--- config.mk ---
export PLATFORM = sky130hd
export DESIGN_NAME = clock_divider_gate
export DESIGN_NICKNAME = d
export VERILOG_FILES = /design/src/rtl/clock_divider_gate.sv
export SDC_FILE = /design/constraint.sdc
export NUM_CORES = 1
export LEC_CHECK = 0
export BUFFER_PORTS_ARGS = -buffer_cell sky130_fd_sc_hd__buf_2
export CORE_MARGIN = 5
export CORE_UTILIZATION = 45
export DETAILED_ROUTE_END_ITERATION = 8
export GPL_TIMING_DRIVEN = 0
export PLACE_DENSITY = 0.63
export REMOVE_ABC_BUFFERS = 1
export SYNTH_ARGS = -nofsm -noshare
export SYNTH_HDL_FRONTEND = slang
export SYNTH_SLANG_ARGS = --single-unit
--- constraint.sdc ---
create_clock -name clk_in -period 1.9 [get_ports clk_in]
set_input_delay 0.19 -clock clk_in [delete_from_list [all_inputs] [get_ports clk_in]]
set_output_delay 0.19 -clock clk_in [all_outputs]
set_load 0.03 [all_outputs]
--- src/rtl/clock_divider_gate.sv ---
`default_nettype none
// ============================================================================
// Module   : clock_divider_gate
// Brief    : Even-ratio clock divider with glitch-free run/stop gating.
// Revision : 1.0 - initial release
// ============================================================================
module clock_divider_gate #(
    parameter int DIV_WIDTH = 8
) (
    input  logic                 clk_in,
    input  logic                 reset_n,
    input  logic                 enable,
    input  logic [DIV_WIDTH-1:0] div_ratio,
    input  logic                 div_load,
    output logic                 clk_out,
    output logic                 running,
    output logic                 div_ack,
    output logic [DIV_WIDTH-1:0] div_active
);

    localparam logic [0:0] c_IDLE = 1'b0;
    localparam logic [0:0] c_RUN  = 1'b1;

    localparam logic [DIV_WIDTH-1:0] c_CNT_ZERO = '0;
    localparam logic [DIV_WIDTH-1:0] c_CNT_ONE  = {{(DIV_WIDTH-1){1'b0}}, 1'b1};

    logic [0:0]           r_state;
    logic [DIV_WIDTH-1:0] r_cnt;
    logic [DIV_WIDTH-1:0] r_div_pend;
    logic                 r_pend;
    logic                 r_clk_out;
    logic                 r_running;
    logic                 r_div_ack;
    logic [DIV_WIDTH-1:0] r_div_active;
    logic                 w_terminal;

    assign w_terminal = (r_cnt == r_div_active);

    always_ff @(posedge clk_in or negedge reset_n) begin
        if (!reset_n) begin
            r_state      <= c_IDLE;
            r_cnt        <= c_CNT_ZERO;
            r_div_pend   <= c_CNT_ZERO;
            r_pend       <= 1'b0;
            r_clk_out    <= 1'b0;
            r_running    <= 1'b0;
            r_div_ack    <= 1'b0;
            r_div_active <= c_CNT_ZERO;
        end else begin
            r_div_ack <= 1'b0;
            if (div_load) begin
                r_div_pend <= div_ratio;
                r_pend     <= 1'b1;
            end

            if (r_state == c_IDLE) begin
                r_clk_out <= 1'b0;
                r_cnt     <= c_CNT_ZERO;
                // A strobe arriving in the same cycle stays pending for the next edge.
                if (r_pend) begin
                    r_div_active <= r_div_pend;
                    r_div_ack    <= 1'b1;
                    if (!div_load) begin
                        r_pend <= 1'b0;
                    end
                end
                if (enable) begin
                    r_state   <= c_RUN;
                    r_clk_out <= 1'b1;
                    r_running <= 1'b1;
                end
            end else if (!w_terminal) begin
                r_cnt <= r_cnt + c_CNT_ONE;
            end else if (r_clk_out) begin
                // High->low boundary: a fresh strobe beats any older pending ratio.
                r_clk_out <= 1'b0;
                r_cnt     <= c_CNT_ZERO;
                if (div_load) begin
                    r_div_active <= div_ratio;
                    r_pend       <= 1'b0;
                    r_div_ack    <= 1'b1;
                end else if (r_pend) begin
                    r_div_active <= r_div_pend;
                    r_pend       <= 1'b0;
                    r_div_ack    <= 1'b1;
                end
            end else begin
                // Low->high boundary is the only place a stop is honoured.
                r_cnt <= c_CNT_ZERO;
                if (enable) begin
                    r_clk_out <= 1'b1;
                end else begin
                    r_state   <= c_IDLE;
                    r_running <= 1'b0;
                end
            end
        end
    end

    assign clk_out    = r_clk_out;
    assign running    = r_running;
    assign div_ack    = r_div_ack;
    assign div_active = r_div_active;

endmodule
`default_nettype wire

## Word-level counts from Yosys, hierarchy flattened

Index checks and enable logic that the tools add are counted.

| word-level totals | value |
|---|---|
| register bits after elaboration | 29 |
| word-level logic and storage cells | 49 |

| operators by class | value |
|---|---|
| $add $sub $neg | 1 |
| eq/ne operators | 5 |
| mux-type cells | 32 |
| reduce and logical (&&, ||, !) cells | 3 |

Operators by type and width:

| cell | count |
|---|---|
| $mux 8 | 7 |
| $mux 1 | 25 |
| $add 8x1->8 const B | 1 |
| $eq 8x8->1 | 1 |
| $ne 2x1->1 const B | 2 |
| $ne 2x2->1 const B | 2 |
| $reduce_and 4->1 | 1 |
| $reduce_and 2->1 | 1 |
| $reduce_bool 2->1 | 1 |

## Longest topological paths before layout

| depth | value |
|---|---|
| depth after elaboration | 6 |
| mapped depth | 5 |

## Worst setup path after synthesis

Ideal clock, no wire load.

| timing | value |
|---|---|
| path kind | reg-to-reg |
| from | register r_div_active[7], in the netlist div_active[7] |
| to | register r_state |
| setup time | 0.124 ns |
| data arrival time | 1.579 ns |
| slack | 0.196 ns |
| cell stages (with the launch flop) | 6 |
| path buffers | 1 |
| period minus slack after synthesis | 1.704 ns |
| path through | dfrtp_1 xor2_1 nor4_4 buf_6 a31oi_4 or2_1 |

| on the way | value |
|---|---|
| word-level cells in the longest chain between the ends | 3 |

Ends and longest elaborated chain:

| what | RTL line | RTL |
|---|---|---|
| start: declaration | 34 | `logic [DIV_WIDTH-1:0] r_div_active;` |
| start signal: assignment | 48 | `r_div_active <= c_CNT_ZERO;` |
| start signal: assignment | 61 | `r_div_active <= r_div_pend;` |
| start signal: assignment | 79 | `r_div_active <= div_ratio;` |
| $eq 8x8->1 | 37 | `assign w_terminal = (r_cnt == r_div_active);` |
| $mux 1 | 72 | `end else if (!w_terminal) begin` |
| $mux 1 | 56 | `if (r_state == c_IDLE) begin` |
| end signal: assignment | 41 | `r_state <= c_IDLE;` |
| end signal: assignment | 68 | `r_state <= c_RUN;` |
| end signal: assignment | 93 | `r_state <= c_IDLE;` |
| end: declaration | 27 | `logic [0:0] r_state;` |

Every way passes these cells.
A chain may end at the register's enable or synchronous reset.

## Final worst setup path

| timing | value |
|---|---|
| from | register r_cnt[2] |
| to | register r_div_active[4], in the netlist div_active[4] |

| on the way | value |
|---|---|
| word-level cells in the longest chain between the ends | 3 |

Ends and longest elaborated chain:

| what | RTL line | RTL |
|---|---|---|
| start: declaration | 28 | `logic [DIV_WIDTH-1:0] r_cnt;` |
| start signal: assignment | 42 | `r_cnt <= c_CNT_ZERO;` |
| start signal: assignment | 58 | `r_cnt <= c_CNT_ZERO;` |
| start signal: assignment | 73 | `r_cnt <= r_cnt + c_CNT_ONE;` |
| $eq 8x8->1 | 37 |  |
| $ne 2x1->1 (no line) | n/a |  |
| $reduce_and 2->1 (no line) | n/a |  |

Every way passes these cells.

==> flow_summary.yaml <==
outcome:
  status: "completed"
yosys:
  synth_edf_count: 0
  synthArstFlopShare_pct: 100.0
  ys.flop_type: "dfrtp_1"
  synth_seq_cells: 29
  synth_area_leaders: "dfrtp_1, a311oi_1, xor2_1, o2111a_1, and3b_1"
  syn_area_sq_um: 1757
  synth_top_cells_by_count: "dfrtp_1, inv_1, a311oi_1"
  syn_avg_cell_area_sq_um: 9.759
  synth_cell_types: 30
  seq_area_frac_synth_pct: 41.31
  yosys.cell_count.top_type: "dfrtp_1"
  synth_top_area_share_pct: 41.31
  yosysTopAreaCell: "dfrtp_1"
  syn_inst: 180
  yosysWarnings: 0
floorplan:
  boundaryPins: 23
  core-area_sq_um: 3716
  start_util_pct: 47.27
  die_y_um: 72.48
  die_w_um: 72.48
  dieArea_sq_um: 5253
  rows: 22
power:
  cellPowerDensity_nw_per_um2: 1459
  irDropWorstVdd_mv: 0.6615
  power.leakage_nw: 0.9718
  power_mw: 2.952
global_routing:
  grt_pass1_wl_um: 7120
  grt_start_max_net_pins: 36
  antenna_found_initial: 0
  grt_pass1_vias: 1497
  gr-total-overflow: 0
  grt_usage_pct: 17.24
timing:
  finalClockSkew_ps: 5.271
  slew_headroom_pct: 54.15
  fmax_ghz: 0.5616
  period_minus_slack_ps: 1781
  period_share_pct: 93.72
  finalSetupViolations: 0
  fin_tns_setup_ps: 0
  tightestPinTransition_ps: 687.8
  rsz0062_at_grt: "no"
  drv_slew: 0
  hold_violations: 0
worst_setup_path:
  startpoint: "r_cnt[2]$_DFF_PN0_"
  criticalPathCategory: "register to register"
  worstPathArrival_ps: 1960
  reg2reg_slack_ps: 120
  ff2ff_path_depth: 5
  worstPathRequired_ps: 2080
  rr_endpoint: "div_active[4]$_DFFE_PN0P_"
  cp-end-kind: "register"
  rr_startpoint: "r_cnt[2]$_DFF_PN0_"
  worst-path-max-fanout: 9
  critPathLaunchType: "register"
routing:
  first_pass_iters: 4
  drt-wirelength-per-cell_um: 17.39
  initialDrtViolationCount: 144
  drc: 0
  ant_nets: 0
  vias: 1547
  routed_wl_um: 4417
  via_per_inst: 6.091
placement:
  io_buffers: 22
  place_area_sq_um: 1851
  place_congestion: 0.8101
  dp.cells: 236
  dp_hpwl_um: 2633
hold_path:
  hold_path_end: "r_state$_DFF_PN0_"
  hp-class: "primary input to register"
  min-delay-start: "enable"
  hold_path_depth: 2
clock_tree:
  cts_inserted_buffers: 5
  cts_max_level: 2
  cts.path.max_buffers: 2
  clkTransAtPathRegs_ps: 60
  clk_latency_ps: 280
  cts_tree: "yes"
  clockRootBuffer: "clkbuf_8"
  clock-sinks: 29
cells_and_area:
  nFillCells: 357
  drive_above_1_share_pct: 21.36
  n_antenna_cell: 0
  area_growth_pct: 15.17
  stdcell_area_sq_um: 2023
  fin_cells: 254
  layout.nets: 218
run:
  cap_viol_max_count: 0
## where the power goes
part / switching [mW] / total [mW] / internal [mW]
sequential: 0.339 / 1.17 / 0.827
clock: 0.225 / 0.485 / 0.260
combinational: 0.788 / 1.30 / 0.512
total: 1.35 / 2.95 / 1.60
## layer usage
metal	wire (um)	vias up	part of all wire (%)	global-route usage, %
met5	0	-	0	0
met4	55	0	1.2	7.172
met3	257	7	5.8	3.740
met2	2197	57	50	28.41
met1	1907	764	43	21.81
li1	-	719	-	-
## critical path: stages (launching register included)
cell,delay (ps)
dfrtp_1,440
xor2_1,190
nor4_4,360
buf_4,200
nand3_4,140
a311oi_2,350
## stage by stage
step | utilization (%) | setup slack, ps | hold slack [ps]
4_1_cts | 53.94 | 49.75 | 123.7
5_1_grt | 54.44 | 5.167 | 133.6
6_report | 54.44 | 119.3 | 128.7
3_5_place_dp | 49.80 | -406.1 | 266.4
2_1_floorplan | - | -124.5 | -105.6
3_3_place_gp | 49.80 | -344.0 | 257.8
## logic make-up (layout without fill, tap and decap cells)
group / count (synthesis) / in the layout / share of synthesized area, %
XOR/XNOR: 14 / 14 / 6.980
AND/OR/NAND/NOR: 55 / 55 / 19.66
AO/OA/AOI/OAI: 48 / 48 / 22.94
buffers and inverters: 33 / 59 / 8.404
flip-flops: 29 / 29 / 41.31
adder cells (fa/ha/maj): 1 / 1 / 0.7121
## layout make-up
type	instances	area (sq um)	share of cell area, %
Sequential cell	29	730.7	36.12
Multi-Input combinational cell	118	889.6	43.97
Timing Repair Buffer	32	191.4	9.462
Inverter	19	71.32	3.525
Tap cell	48	60.06	2.968
Clock buffer	8	80.08	3.958
## worst max-delay path by stage
stage                                           end  slack [ps]  cells after the start
after floorplan                 running$_DFFE_PN0P_        -120                      4
after global placement          running$_DFFE_PN0P_        -340                      4
after detailed placement  div_active[1]$_DFFE_PN0P_        -410                      4
after CTS                 div_active[3]$_DFFE_PN0P_          50                      4
after global routing      div_active[5]$_DFFE_PN0P_           5                      5
final                     div_active[4]$_DFFE_PN0P_         120                      5
## registers in the layout, indices dropped and copies added (netlist names)
| signal | flops |
|---|---|
| clk_out | 1 |
| div_ack | 1 |
| div_active | 8 |
| r_cnt | 8 |
| r_div_pend | 8 |
| r_pend | 1 |
| r_state | 1 |
| running | 1 |
## placed cells by master (no fill, tap or decap), types with 2 or more instances in the layout
| cell type | count |
|---|---|
| buf_2 | 22 |
| inv_1 | 18 |
| nor2_1 | 8 |
| o32ai_1 | 8 |
| clkbuf_8 | 5 |
| xor2_1 | 13 |
| nand3_1 | 5 |
| nor3_1 | 7 |
| clkbuf_1 | 3 |
| and3_1 | 11 |
| nand2_1 | 10 |
| o2111a_1 | 8 |
| and3b_1 | 8 |
| a311oi_1 | 15 |
| o21ai_0 | 8 |
| a21oi_1 | 4 |
| dfrtp_1 | 27 |
| nor4_4 | 2 |
| buf_4 | 8 |
## repair_timing
| item | CTS | global route |
|---|---|---|
| gates cloned | 0 | 0 |
| setup endpoints to repair | 21 | 8 |
| hold endpoints to repair | 29 | 0 |
| pin swaps | 2 | 0 |
| gates resized for setup | 2 | 2 |
| hold buffers | 1 | 0 |
| setup buffers | 8 | 1 |
(Power assumes the default switching activity.)
